`src/rtl/router_pkg.sv`:
```
// Shared widths and FSM state encoding for the router arbiter slice.
package router_pkg;
    localparam int ADDR_W  = 2;
    localparam int NUM_DST = 4;

    typedef enum logic {
        IDLE   = 1'b0,
        LOCKED = 1'b1
    } arb_state_e;
endpackage

```
`src/rtl/rr_arbiter.sv`:
```
// Combinational round-robin search: first eligible requester at or above ptr, wrapping.
module rr_arbiter #(
    parameter  int N  = 4,
    localparam int PW = $clog2(N)
) (
    input  logic [N-1:0]  i_elig,
    input  logic [PW-1:0] i_ptr,
    output logic [N-1:0]  o_grant,
    output logic [PW-1:0] o_idx,
    output logic          o_any
);

    logic [PW-1:0] w_idx;

    always_comb begin
        o_grant = '0;
        o_idx   = '0;
        o_any   = 1'b0;
        w_idx   = '0;
        for (int k = 0; k < N; k++) begin
            w_idx = PW'((int'(i_ptr) + k) % N);
            if (!o_any && i_elig[w_idx]) begin
                o_any          = 1'b1;
                o_grant[w_idx] = 1'b1;
                o_idx          = w_idx;
            end
        end
    end

endmodule

```
`src/rtl/router_arbiter.sv`:
```
// Packet-locked round-robin scheduler feeding the shared 4-destination router.
//
// state  | meaning
// IDLE   | arbitrate every cycle; single-beat packets stay here
// LOCKED | owner holds the router until its last beat, destination frozen
module router_arbiter
    import router_pkg::*;
#(
    parameter int DATA_WIDTH = 32,
    parameter int NUM_REQ    = 4
) (
    input  logic                          clk,
    input  logic                          reset,
    input  logic [NUM_REQ-1:0]            req_valid,
    input  logic [NUM_REQ*DATA_WIDTH-1:0] req_data,
    input  logic [NUM_REQ*ADDR_W-1:0]     req_addr,
    input  logic [NUM_REQ-1:0]            req_last,
    output logic [NUM_REQ-1:0]            req_ready,
    input  logic [NUM_DST-1:0]            dst_ready,
    output logic [DATA_WIDTH-1:0]         din,
    output logic                          din_en,
    output logic [ADDR_W-1:0]             addr,
    output logic [$clog2(NUM_REQ)-1:0]    grant_id,
    output logic                          busy
);

    localparam int PW = $clog2(NUM_REQ);

    arb_state_e            r_state;
    logic [PW-1:0]         r_ptr;
    logic [PW-1:0]         r_owner;
    logic [ADDR_W-1:0]     r_lock_addr;
    logic [DATA_WIDTH-1:0] r_din;
    logic                  r_din_en;
    logic [ADDR_W-1:0]     r_addr;
    logic [PW-1:0]         r_grant_id;
    logic                  r_busy;

    logic [NUM_REQ-1:0]    w_elig;
    logic [NUM_REQ-1:0]    w_grant;
    logic [PW-1:0]         w_win;
    logic                  w_any;
    logic [PW-1:0]         w_sel_idx;
    logic [PW-1:0]         w_sel_next;
    logic [DATA_WIDTH-1:0] w_sel_data;
    logic [ADDR_W-1:0]     w_req_addr;
    logic [ADDR_W-1:0]     w_sel_addr;
    logic                  w_sel_last;
    logic                  w_accept;

    // A requester only competes when the router output it targets can take the beat.
    for (genvar g = 0; g < NUM_REQ; g++) begin : g_elig
        assign w_elig[g] = req_valid[g] && dst_ready[req_addr[g*ADDR_W +: ADDR_W]];
    end

    rr_arbiter #(.N(NUM_REQ)) u_rr (
        .i_elig  (w_elig),
        .i_ptr   (r_ptr),
        .o_grant (w_grant),
        .o_idx   (w_win),
        .o_any   (w_any)
    );

    always_comb begin
        w_sel_idx  = (r_state == IDLE) ? w_win : r_owner;
        w_sel_data = '0;
        w_req_addr = '0;
        w_sel_last = 1'b0;
        for (int i = 0; i < NUM_REQ; i++) begin
            if (PW'(i) == w_sel_idx) begin
                w_sel_data = req_data[i*DATA_WIDTH +: DATA_WIDTH];
                w_req_addr = req_addr[i*ADDR_W +: ADDR_W];
                w_sel_last = req_last[i];
            end
        end
        w_sel_addr = (r_state == IDLE) ? w_req_addr : r_lock_addr;
        w_sel_next = (w_sel_idx == PW'(NUM_REQ - 1)) ? '0 : w_sel_idx + 1'b1;
    end

    always_comb begin
        req_ready = '0;
        if (!reset) begin
            case (r_state)
                IDLE:    req_ready = w_any ? w_grant : '0;
                LOCKED:  req_ready[r_owner] = dst_ready[r_lock_addr];
                default: req_ready = '0;
            endcase
        end
    end

    assign w_accept = |(req_valid & req_ready);

    always_ff @(posedge clk) begin
        if (reset) begin
            r_state     <= IDLE;
            r_ptr       <= '0;
            r_owner     <= '0;
            r_lock_addr <= '0;
            r_din       <= '0;
            r_din_en    <= 1'b0;
            r_addr      <= '0;
            r_grant_id  <= '0;
            r_busy      <= 1'b0;
        end else begin
            r_din_en <= w_accept;
            if (w_accept) begin
                r_din      <= w_sel_data;
                r_addr     <= w_sel_addr;
                r_grant_id <= w_sel_idx;
            end
            case (r_state)
                IDLE: begin
                    if (w_accept) begin
                        if (w_sel_last) begin
                            r_ptr <= w_sel_next;
                        end else begin
                            r_state     <= LOCKED;
                            r_owner     <= w_sel_idx;
                            r_lock_addr <= w_req_addr;
                            r_busy      <= 1'b1;
                        end
                    end
                end
                LOCKED: begin
                    if (w_accept && w_sel_last) begin
                        r_state <= IDLE;
                        r_ptr   <= w_sel_next;
                        r_busy  <= 1'b0;
                    end
                end
                default: r_state <= IDLE;
            endcase
        end
    end

    assign din      = r_din;
    assign din_en   = r_din_en;
    assign addr     = r_addr;
    assign grant_id = r_grant_id;
    assign busy     = r_busy;

endmodule

```
`config.mk`:
```
export PLATFORM = sky130hd
export DESIGN_NAME = router_arbiter
export DESIGN_NICKNAME = d
export VERILOG_FILES = /design/src/rtl/router_pkg.sv /design/src/rtl/rr_arbiter.sv /design/src/rtl/router_arbiter.sv
export SDC_FILE = /design/constraint.sdc
export NUM_CORES = 1
export LEC_CHECK = 0
export ABC_AREA = 1
export CORE_ASPECT_RATIO = 0.75
export CORE_MARGIN = 10
export CORE_UTILIZATION = 41
export DETAILED_ROUTE_END_ITERATION = 7
export DONT_BUFFER_PORTS = 1
export MAX_ROUTING_LAYER = met4
export PLACE_DENSITY = 0.61
export SLEW_MARGIN = 20
export SYNTH_ARGS = -nofsm -noshare
export SYNTH_HDL_FRONTEND = slang
export SYNTH_SLANG_ARGS = --single-unit
export TNS_END_PERCENT = 5
```
`constraint.sdc`:
```
create_clock -name clk -period 3.5 [get_ports clk]
set_input_delay 0.7 -clock clk [delete_from_list [all_inputs] [get_ports clk]]
set_output_delay 0.7 -clock clk [all_outputs]
set_load 0.02 [all_outputs]
```
==> results by group, run 1 <==
Status
  – Status: complete, no violations

Power and ir drop
  – Pwr Total: about 3.8 mW
  – Peak VDD IR: 503 uV
  – Pwr/cell area: 971 nW/um2
  – Lkg Pwr: 1.65 nW

Logic synthesis
  – Sequential fraction of the synthesis area: 25.8%
  – Post-synthesis adder-cell area fraction: 4.30%
  – Biggest area consumer among synthesized cells: dfxtp_1
  – Post-Synth XOR/XNOR Area: 0%
  – Cell count after synthesis: 540
  – Syn Area/Cell: 6.46 um2
  – Post-synthesis async set-or-reset flop share: 0%
  – Mux cell area share after synthesis: 0%
  – Post-synth top area share: 25.8%
  – Main combinational cell family by area after synthesis: simple AND/OR/NAND/NOR gates
  – Synth Flop Type: dfxtp_1
  – Simple-Gate Fraction of Synth Area: 33.8%
  – Compound-Gate Fraction of Synth Area: roughly a quarter
  – Netlist Area Pre-Place: 3490 um2
  – Number of enable flip-flop cells after synthesis: 0
  – Post-Syn Nets: 702
  – Unique masters post-synth: 35
  – Top cells by area, synth: dfxtp_1 (26%), nor2_1 (12%), nand2_1 (12%), a221oi_1 (8.0%), o31ai_1 (6.9%)
  – FF+latch count, synth: 45
  – Synth Warn #: 0

Clock network
  – CTS tree: built
  – Post-CTS Hold Buffers: 0
  – H-Tree Depth: 2
  – Clk buf depth: 2
  – Skew-Pair Late Insertion Delay: 0.29 ns
  – Clk sink count: 45
  – CTS clk-pin slew, worst paths: 0.07 ns
  – Root Driver: clkbuf_16
  – Total CTS buffers: 5

Die
  – Die Y: 99.9 um
  – Die area: 12600 um2
  – Die W: 127 um
  – Core area: 8380 um2
  – Row count: 29
  – I/O pin count: around 190
  – Initial Util: 41.6%

Global routing
  – GRT Util Overall: a little under a fifth
  – First-pass GRT wire length: 19400 um
  – Grt total ovfl: 0
  – Initial antenna violation count: 0
  – Vias in the first global route: 3673
  – Largest net degree at the start of global routing: 61

STA
  – Final slew viol count: 0
  – Tcrit/Tclk final: 91.2%
  – Fin. Hold Viols: 0
  – Setup-failing EPs final: 0
  – Measured slew at the worst slew-check pin: 0.627 ns
  – Skew final: roughly 0.0060 ns
  – Max Freq: approximately 310 MHz
  – Sum of negative setup slack: 0 ns
  – RSZ-0062 raised after global routing: no
  – Slew margin rel.: between 50% and 60%
  – Fin crit period: 3.19 ns
  – Worst Slack Setup Final: 0.309 ns

Drt
  – Drt via density: about 5.7
  – DR iter-0 viols: ~250
  – TritonRoute pass-1 iters: 5
  – Post-route ant nets: 0
  – Total Wirelength: between 10000 and 15000 um
  – Routed WL per cell: 19.2 um
  – Drt drc: 0
  – Via count: 3742

Worst setup path
  – Worst EP required: 3.73 ns
  – Critical Path Source Type: input port
  – FF-to-FF Start: r_ptr[1]
  – Crit end category: flop
  – CP startpoint: dst_ready[2]
  – Crit Path Max Fanout: 32
  – Setup CP Type: input port to flop
  – CP Data Arrival Time: 3.42 ns
  – Reg2reg path depth: 17

Flow run
  – Number of max-cap violations: 0

Cells and area
  – Antenna diodes: 0
  – Fill cells: 872
  – Share of layout cells above drive strength 1: 15.7%
  – Final instance area: 3930 um2
  – Commonest non-fill, non-tap cell in the layout: nor2_1
  – Most frequent cells in the layout: nor2_1 (114), nand2_1 (110), dfxtp_1 (44)
  – Layout area overhead: 12.7%
  – # nets final: 709
  – Finished Layout Cells: 656

Placed design
  – Area of placed instances: around 3700 um2
  – GPL Wtd Cong: 0.955
  – Count of input and output buffers: 0
  – Inst Count DP: 646
  – Post-place setup slack: -0.143 ns
  – Hpwl dp: 10300 um

Hold path
  – Worst min-delay path category: input port to flop
  – Worst hold start: reset
  – Worst hold path depth: 1
-- logic make-up after synthesis --
kind of cell	Yosys count
simple gates	274
compound gates	132
flops	45
fa+ha+maj	12
buf+inv	77
-- power by group --
part / leakage [nW] / switching, mW / internal, mW
logic: 1.20 / 1.37 / 0.982
clock network: 0.0735 / 0.206 / 0.287
registers: 0.370 / 0.302 / 0.673
total: 1.65 / 1.87 / 1.94
-- metal layers --
metal / vias up / wire length [um] / GRT usage (%)
li1: 1861 / - / -
met1: 1722 / 5500 / 23.8
met2: 153 / 5830 / 29.6
met3: 6 / 1230 / 6.69
met4: 0 / 63 / 2.79
met5: - / 0 / -
-- layout make-up --
class                   count  area (um2)  share of cell area [%]
multi-input cells         418        2280                    58.0
flip-flops and latches     45         902                    22.9
clock buffers               6         139                    3.53
inverters                  42         158                    4.01
well taps                 108         135                    3.44
clock inverters             2        16.3                   0.414
repair buffers             35         300                    7.64
-- metrics by stage --
step                      util (%)  hold slack [ns]
after CTS                     46.5            0.460
after global placement        44.6            0.536
after global routing          46.9            0.457
after floorplan                  -            0.503
final                         46.9            0.470
after detailed placement      44.6            0.533
-- critical path, stage by stage --
cell and delay (ns):
inv_2 0.07, nand2_1 0.06, nand3_1 0.07, nand2_1 0.10
nand3_2 0.10, nand3_2 0.10, nand2_4 0.13, nand2_1 0.09
nor2_1 0.12, o21ai_0 0.13, a21boi_2 0.25, inv_1 0.09
ha_1 0.24, clkinv_1 0.13, buf_4 0.35, nor2_1 0.08
o31ai_1 0.35, o21ai_1 0.13, nor2_1 0.10
-- synthesized netlist by cell type, types with 3 or more instances --
cell / count
a21oi_1: 9
a21oi_2: 6
a221oi_1: 32
buf_4: 3
buf_6: 3
clkbuf_1: 26
dfxtp_1: 45
ha_1: 12
inv_1: 30
inv_2: 11
nand2_1: 111
nand2_2: 4
nand3_1: 28
nand3_2: 7
nand4_1: 4
nor2_1: 115
o211ai_1: 4
o21ai_0: 16
o21ai_1: 24
o31ai_1: 32
-- sequential cells by signal (all words and copies together), names as in the netlist, named ones only --
name and count:
addr 2, grant_id 2, din_en 1, r_lock_addr 2
r_ptr 2, r_owner 2, busy 1, din 32
-- path summary, 6_finish.rpt --
path / slack [ns] / to
setup / recovery: 0.31 / din[26]
hold reg to reg: 0.55 / r_owner[1]
hold / removal: 0.47 / grant_id[0]
setup reg to reg: 0.33 / din[26]
-- what timing repair did --
| action | 4_1_cts | 5_1_grt |
|---|---|---|
| setup buffers | 0 | 2 |
| resized for setup | 0 | 10 |
| endpoints found under the setup margin | 0 | 42 |
Power figures use the tool's default switching activity.
==> run 2, diff against run 1 <==
--- a/config.mk
+++ b/config.mk
@@ -16,5 +16,6 @@
 export SLEW_MARGIN = 20
 export SYNTH_ARGS = -nofsm -noshare
 export SYNTH_HDL_FRONTEND = slang
+export SYNTH_HIERARCHICAL = 1
 export SYNTH_SLANG_ARGS = --single-unit
 export TNS_END_PERCENT = 5
==> run 2 against run 1 <==
  * Critical path depth fell by 2
  * First-iteration DRC count fell by 15%
  * Sequential share of layout area fell by 0.82 points
  * Wire length rose by 5.1%
  * Largest cell class unchanged
==> results by group, run 2 <==
Status
  – Status: complete, no violations

Logic synthesis
  – Number of enable flip-flop cells after synthesis: 0
  – Post-synth top area share: 24.9%
  – Post-synthesis async set-or-reset flop share: 0%
  – Biggest area consumer among synthesized cells: dfxtp_1
  – Synth Flop Type: dfxtp_1
  – Simple-Gate Fraction of Synth Area: 36.7%
  – Post-synthesis adder-cell area fraction: roughly 3.1%
  – Mux cell area share after synthesis: 0%
  – Post-Synth XOR/XNOR Area: 0%
  – Synth top cells by count: nand2_1 (123), nor2_1 (90), o21ai_0 (84)
  – Syn Area/Cell: 6.03 um2
  – Netlist Area Pre-Place: 3620 um2
  – Cell count after synthesis: 600
  – Most frequent cell after synthesis: nand2_1
  – Post-Syn Nets: 759
  – Main combinational cell family by area after synthesis: simple AND/OR/NAND/NOR gates
  – FF+latch count, synth: 45
  – Unique masters post-synth: 26
  – Compound-Gate Fraction of Synth Area: 26.7%
  – Sequential fraction of the synthesis area: 24.9%
  – Top cells by area, synth: dfxtp_1 (25%), nand2_1 (13%), o21ai_0 (12%), nor2_1 (9.3%), nand3_1 (7.5%)
  – Synth Warn #: 6

Die
  – Die Y: 101 um
  – Core area: 8530 um2
  – Die area: 13000 um2
  – Row count: 29
  – I/O pin count: 192
  – Die W: approximately 130 um
  – Initial Util: 42.4%

Worst setup path
  – Crit Path Max Fanout: 5
  – Worst EP required: 2.80 ns
  – CP cell instances: inv_1, a21oi_1, o21ai_0, a21boi_1, inv_1, nand2_2, nand2_1, nand2_1, nand2_2, inv_1, buf_4, nand3_1, nand3_1, nand2_1, a21oi_2, a21boi_1, buf_4
  – Critical Path Source Type: input port
  – CP Data Arrival Time: about 2.6 ns
  – Setup CP Type: input port to output pin
  – Crit end category: output pin
  – Crit-path max cell delay: 0.25 ns
  – Slowest-stage cell, CP: a21boi_1

Clock network
  – Root Driver: clkbuf_16
  – Clk sink count: 45
  – CTS tree: built
  – H-Tree Depth: 2
  – Clk buf depth: 2
  – Skew-Pair Late Insertion Delay: 0.28 ns
  – Total CTS buffers: 5
  – CTS clk-pin slew, worst paths: 0.06 ns

STA
  – Sum of negative setup slack: 0 ns
  – Measured slew at the worst slew-check pin: 0.637 ns
  – RSZ-0062 raised after global routing: yes
  – Fin crit period: about 3.3 ns
  – Fin. Hold Viols: 0
  – Max Freq: ~300 MHz
  – Final slew viol count: 0
  – Tcrit/Tclk final: 94.3%
  – Slew margin rel.: 57.5%
  – Skew final: 0.00567 ns
  – Hold slack final: 0.480 ns
  – Setup-failing EPs final: 0

Cells and area
  – Share of layout cells above drive strength 1: 15.5%
  – # nets final: a little under 800
  – Commonest non-fill, non-tap cell in the layout: nand2_1
  – Layout area overhead: 12.5%
  – Antenna diodes: 0
  – Most frequent cells in the layout: nand2_1 (122), nor2_1 (89), o21ai_0 (82), nand3_1 (54), a21oi_1 (50)
  – Number of flip-flops in the largest register: 32

Hold path
  – Worst min-delay path category: input port to flop

Global routing
  – Vias in the first global route: 3645
  – Grt total ovfl: 0
  – Largest net degree at the start of global routing: 65
  – GRT Util Overall: just under 20%
  – Initial antenna violation count: 0
  – First-pass GRT wire length: 19900 um

Drt
  – DR iter-0 viols: approximately 210
  – Drt via density: 5.57
  – TritonRoute pass-1 iters: 5
  – Total Wirelength: 13300 um
  – Drt drc: 0
  – Post-route ant nets: 0
  – Via count: 4012
  – Routed WL per cell: 18.4 um

Flow run
  – Number of max-cap violations: 0

Placed design
  – Hpwl dp: approximately 11000 um
  – Count of input and output buffers: 0
  – GPL Wtd Cong: roughly 0.86
[run 2: cell count changes in the layout (fill, tap and decap cells not counted), sizes merged, moves of 19 or more]
| cell | change |
|---|---|
| a221oi | -32 |
| nand2 | +19 |
| nand3 | +25 |
| o21ai | +68 |
| nor2 | -22 |
| o31ai | -32 |
| a21oi | +39 |
[run 2: timing repair]
item,CTS,global route
setup endpoints to repair,0,46
setup buffers,0,0
hold buffers,0,0
gates resized for setup,0,20
[run 2: stage by stage]
step	utilization (%)	instances	cell area (um2)	setup slack, ns
CTS	47.2	720	4030	0.00393
floorplan	-	600	3620	0.0665
detailed placement	45.6	712	3890	-0.270
finish	47.7	720	4070	0.198
global route	47.7	720	4070	-0.0149
global placement	45.6	712	3890	-0.219
[run 2: area by class of cell]
class	instances	area, um2
fill	927	4460
multi-input combinational	488	2450
sequential	45	901
timing repair buffer	44	343
tap	108	135
clock buffer	7	133
inverter	27	101
clock inverter	1	7.51
[run 2: worst max-delay path, delay by kind of cell]
kind	cells	cell delay, ns
simple gates	7	0.59
compound gates	5	0.76
buf+inv	5	0.52
[run 2: kinds of logic (layout without fill, tap and decap cells)]
logic type,Yosys count,in the layout
adder cells (fa/ha/maj),9,9
buffers and inverters,67,79
flip-flops,45,45
AND/OR/NAND/NOR,298,298
AO/OA/AOI/OAI,181,181
[run 2: per-layer routing]
| layer | vias to the layer above | part of all wire, % | global-route usage, % |
|---|---|---|---|
| met5 | - | 0 | - |
| met2 | 178 | 46 | 30.6 |
| met1 | 1785 | 42 | 23.1 |
| met3 | 16 | 10 | 6.00 |
| li1 | 2033 | - | - |
| met4 | 0 | 1.5 | 4.84 |
[run 2: final timing paths]
| check | slack [ns] | startpoint | endpoint | cells past startpoint |
|---|---|---|---|---|
| worst max register to register | 0.55 | r_ptr[0] | r_owner[0] | 20 |
| worst min register to register | 0.57 | r_owner[0] | r_owner[0] | 2 |
| worst min-delay path | 0.48 | reset | din[6] | 1 |
| worst max-delay path | 0.20 | dst_ready[1] | req_ready[3] | 17 |
Power of run 2 is not shown: default switching activity piles up to over one toggle a cycle in this logic, so the estimate is an artifact.
==> run 3, diff against run 2 <==
--- a/config.mk
+++ b/config.mk
@@ -8,11 +8,13 @@
 export ABC_AREA = 1
 export CORE_ASPECT_RATIO = 0.75
 export CORE_MARGIN = 10
-export CORE_UTILIZATION = 41
+export CORE_UTILIZATION = 29
+export CTS_CLUSTER_DIAMETER = 50
 export DETAILED_ROUTE_END_ITERATION = 7
 export DONT_BUFFER_PORTS = 1
+export GPL_TIMING_DRIVEN = 0
 export MAX_ROUTING_LAYER = met4
-export PLACE_DENSITY = 0.61
+export PLACE_DENSITY = 0.48
 export SLEW_MARGIN = 20
 export SYNTH_ARGS = -nofsm -noshare
 export SYNTH_HDL_FRONTEND = slang
==> run 3 against run 2 <==
  * Cell count grew 9.2%
  * Critical path depth fell by 3
  * Via count grew 3.7%
  * Final area up 6.8%
  * Wire length is 18% higher
  * Core utilization fell by 12 points
  * Sequential share of layout area decreased by 1.3 points
  * Register-to-register slack lost 0.29 ns
  * Die area increased by 34%
  * Clock-buffer cell count shrank 1
  * First-iteration DRC count rose by 33%
  * Global-route usage down 2.6 points
==> results by group, run 3 (synthesis gave the netlist of run 2 again) <==
Global routing
  – Largest net degree at the start of global routing: 15
  – First-pass GRT wire length: 22300 um
  – Initial antenna violation count: 0
  – Vias in the first global route: 3985
  – Grt total ovfl: 0
  – GRT Util Overall: approximately 17%

Drt
  – Wire length on met3: 1370 um
  – Drt via density: 5.30
  – Uppermost layer routed: met4
  – Wire length on met2: 7070 um
  – Met1 WL: ~7000 um
  – Routed WL per cell: 19.8 um
  – Post-route ant nets: 0
  – TritonRoute pass-1 iters: 6
  – Drt drc: 0
  – Total Wirelength: 15600 um
  – DR iter-0 viols: roughly 280
  – Via count: 4162

Cells and area
  – Multi-input gate area: 2550 um2
  – Sequential cell area: 906 um2
  – Layout area overhead: 20.1%
  – Final instance area: 4350 um2
  – Number of flip-flops in the largest register: 32
  – Share of layout cells above drive strength 1: 18.4%
  – Most frequent cells in the layout: nand2_1 (118), nor2_1 (88), o21ai_0 (65), nand3_1 (52), a21oi_1 (49)
  – Commonest non-fill, non-tap cell in the layout: nand2_1
  – Fill cells: 1381
  – # nets final: ~800
  – Antenna diodes: 0

STA
  – Tcrit/Tclk final: 97.5%
  – Fin. Hold Viols: 0
  – Hold slack final: 0.549 ns
  – Max Freq: 293 MHz
  – Skew final: slightly below 0.01 ns
  – Slew margin rel.: between 60% and 70%
  – Fin crit period: 3.41 ns
  – Measured slew at the worst slew-check pin: 0.544 ns
  – RSZ-0062 raised after global routing: yes
  – Final slew viol count: 0
  – Worst Slack Setup Final: 0.0888 ns
  – Setup-failing EPs final: 0

Clock network
  – Clk buf depth: 2
  – H-Tree Depth: 2
  – Clk sink count: between 40 and 50
  – Total CTS buffers: 5
  – Root Driver: clkbuf_16
  – CTS clk-pin slew, worst paths: 0.06 ns
  – Post-CTS Hold Buffers: 0
  – Skew-Pair Late Insertion Delay: 0.29 ns
  – CTS tree: built

Die
  – Die Y: 117 um
  – I/O pin count: 192
  – Die area: 17400 um2
  – Initial Util: 29.5%
  – Row count: 35
  – Core area: 12300 um2
  – Die W: 149 um

Placed design
  – Count of input and output buffers: 0
  – Hpwl dp: between 10000 and 15000 um
  – Post-place setup slack: -1.12 ns
  – Area of placed instances: 3830 um2
  – GPL Wtd Cong: 0.841

Hold path
  – Worst hold start: r_owner[0]
  – Worst min-delay path category: flop to flop
  – Hold endpoint: r_owner[0]
  – Worst hold path depth: 2

Worst setup path
  – Critical Path Source Type: input port
  – CP Data Arrival Time: approximately 2.7 ns
  – Setup CP Type: input port to output pin
  – RR Endpoint: din[0]
  – FF-to-FF Start: r_ptr[1]
  – R2R setup slack: 0.26 ns
  – Worst EP required: between 2 and 3 ns
  – Crit Path Max Fanout: 6
  – Reg2reg path depth: 20
  – Crit end category: output pin

Flow run
  – Number of max-cap violations: 0

Status
  – Status: complete, no violations
[run 3: per-layer routing]
| metal | up-vias | GRT usage [%] |
|---|---|---|
| met5 | - | - |
| met4 | 0 | 2.54 |
| met3 | 8 | 4.26 |
| met2 | 200 | 26.0 |
| met1 | 1888 | 21.6 |
| li1 | 2066 | - |
[run 3: worst max-delay path, cell delays in order]
cell      delay [ns]
inv_1           0.06
a21oi_1         0.13
o21ai_1         0.10
a21boi_2        0.22
buf_4           0.15
nand2_2         0.05
nand3_1         0.08
nand2_1         0.10
nor2_4          0.19
a21oi_1         0.11
nand3_1         0.12
nand2_1         0.09
a21oi_2         0.15
a21boi_1        0.47
[run 3: area by class of cell]
type                            instances  area share (%)
Clock inverter                          2           0.864
Inverter                               27            2.65
Tap cell                              166            4.78
Multi-Input combinational cell        488            58.7
Timing Repair Buffer                   14            2.88
Clock buffer                            6            3.20
Sequential cell                        45            20.8
Buffer                                 38            6.13
[run 3: stage by stage]
stage / cells / utilization [%] / TNS [ns]
final: 786 / 35.4 / 0
after global placement: 766 / 31.2 / -37.27
after global routing: 786 / 35.4 / -0.130
after floorplan: 600 / - / 0
after detailed placement: 766 / 31.2 / -42.28
after CTS: 778 / 33.5 / -0.376
[run 3: what timing repair did]
action                     4_1_cts  5_1_grt
pin swaps                        3       14
gates resized for setup         38       59
cloned                           0        2
setup endpoints to repair       46       46
buffers inserted                 5        7
[run 3: worst max path at each step]
| stage | from | end | slack, ns | depth (start not counted) |
|---|---|---|---|---|
| floorplan | dst_ready[1] | r_owner[0] | 0.07 | 26 |
| global placement | dst_ready[1] | din[0] | -0.99 | 21 |
| detailed placement | dst_ready[1] | din[22] | -1.12 | 21 |
| CTS | dst_ready[1] | r_owner[0] | -0.06 | 24 |
| global route | dst_ready[1] | addr[0] | -0.05 | 23 |
| finish | dst_ready[1] | req_ready[1] | 0.09 | 14 |
Power of run 3 is left out for the same reason.
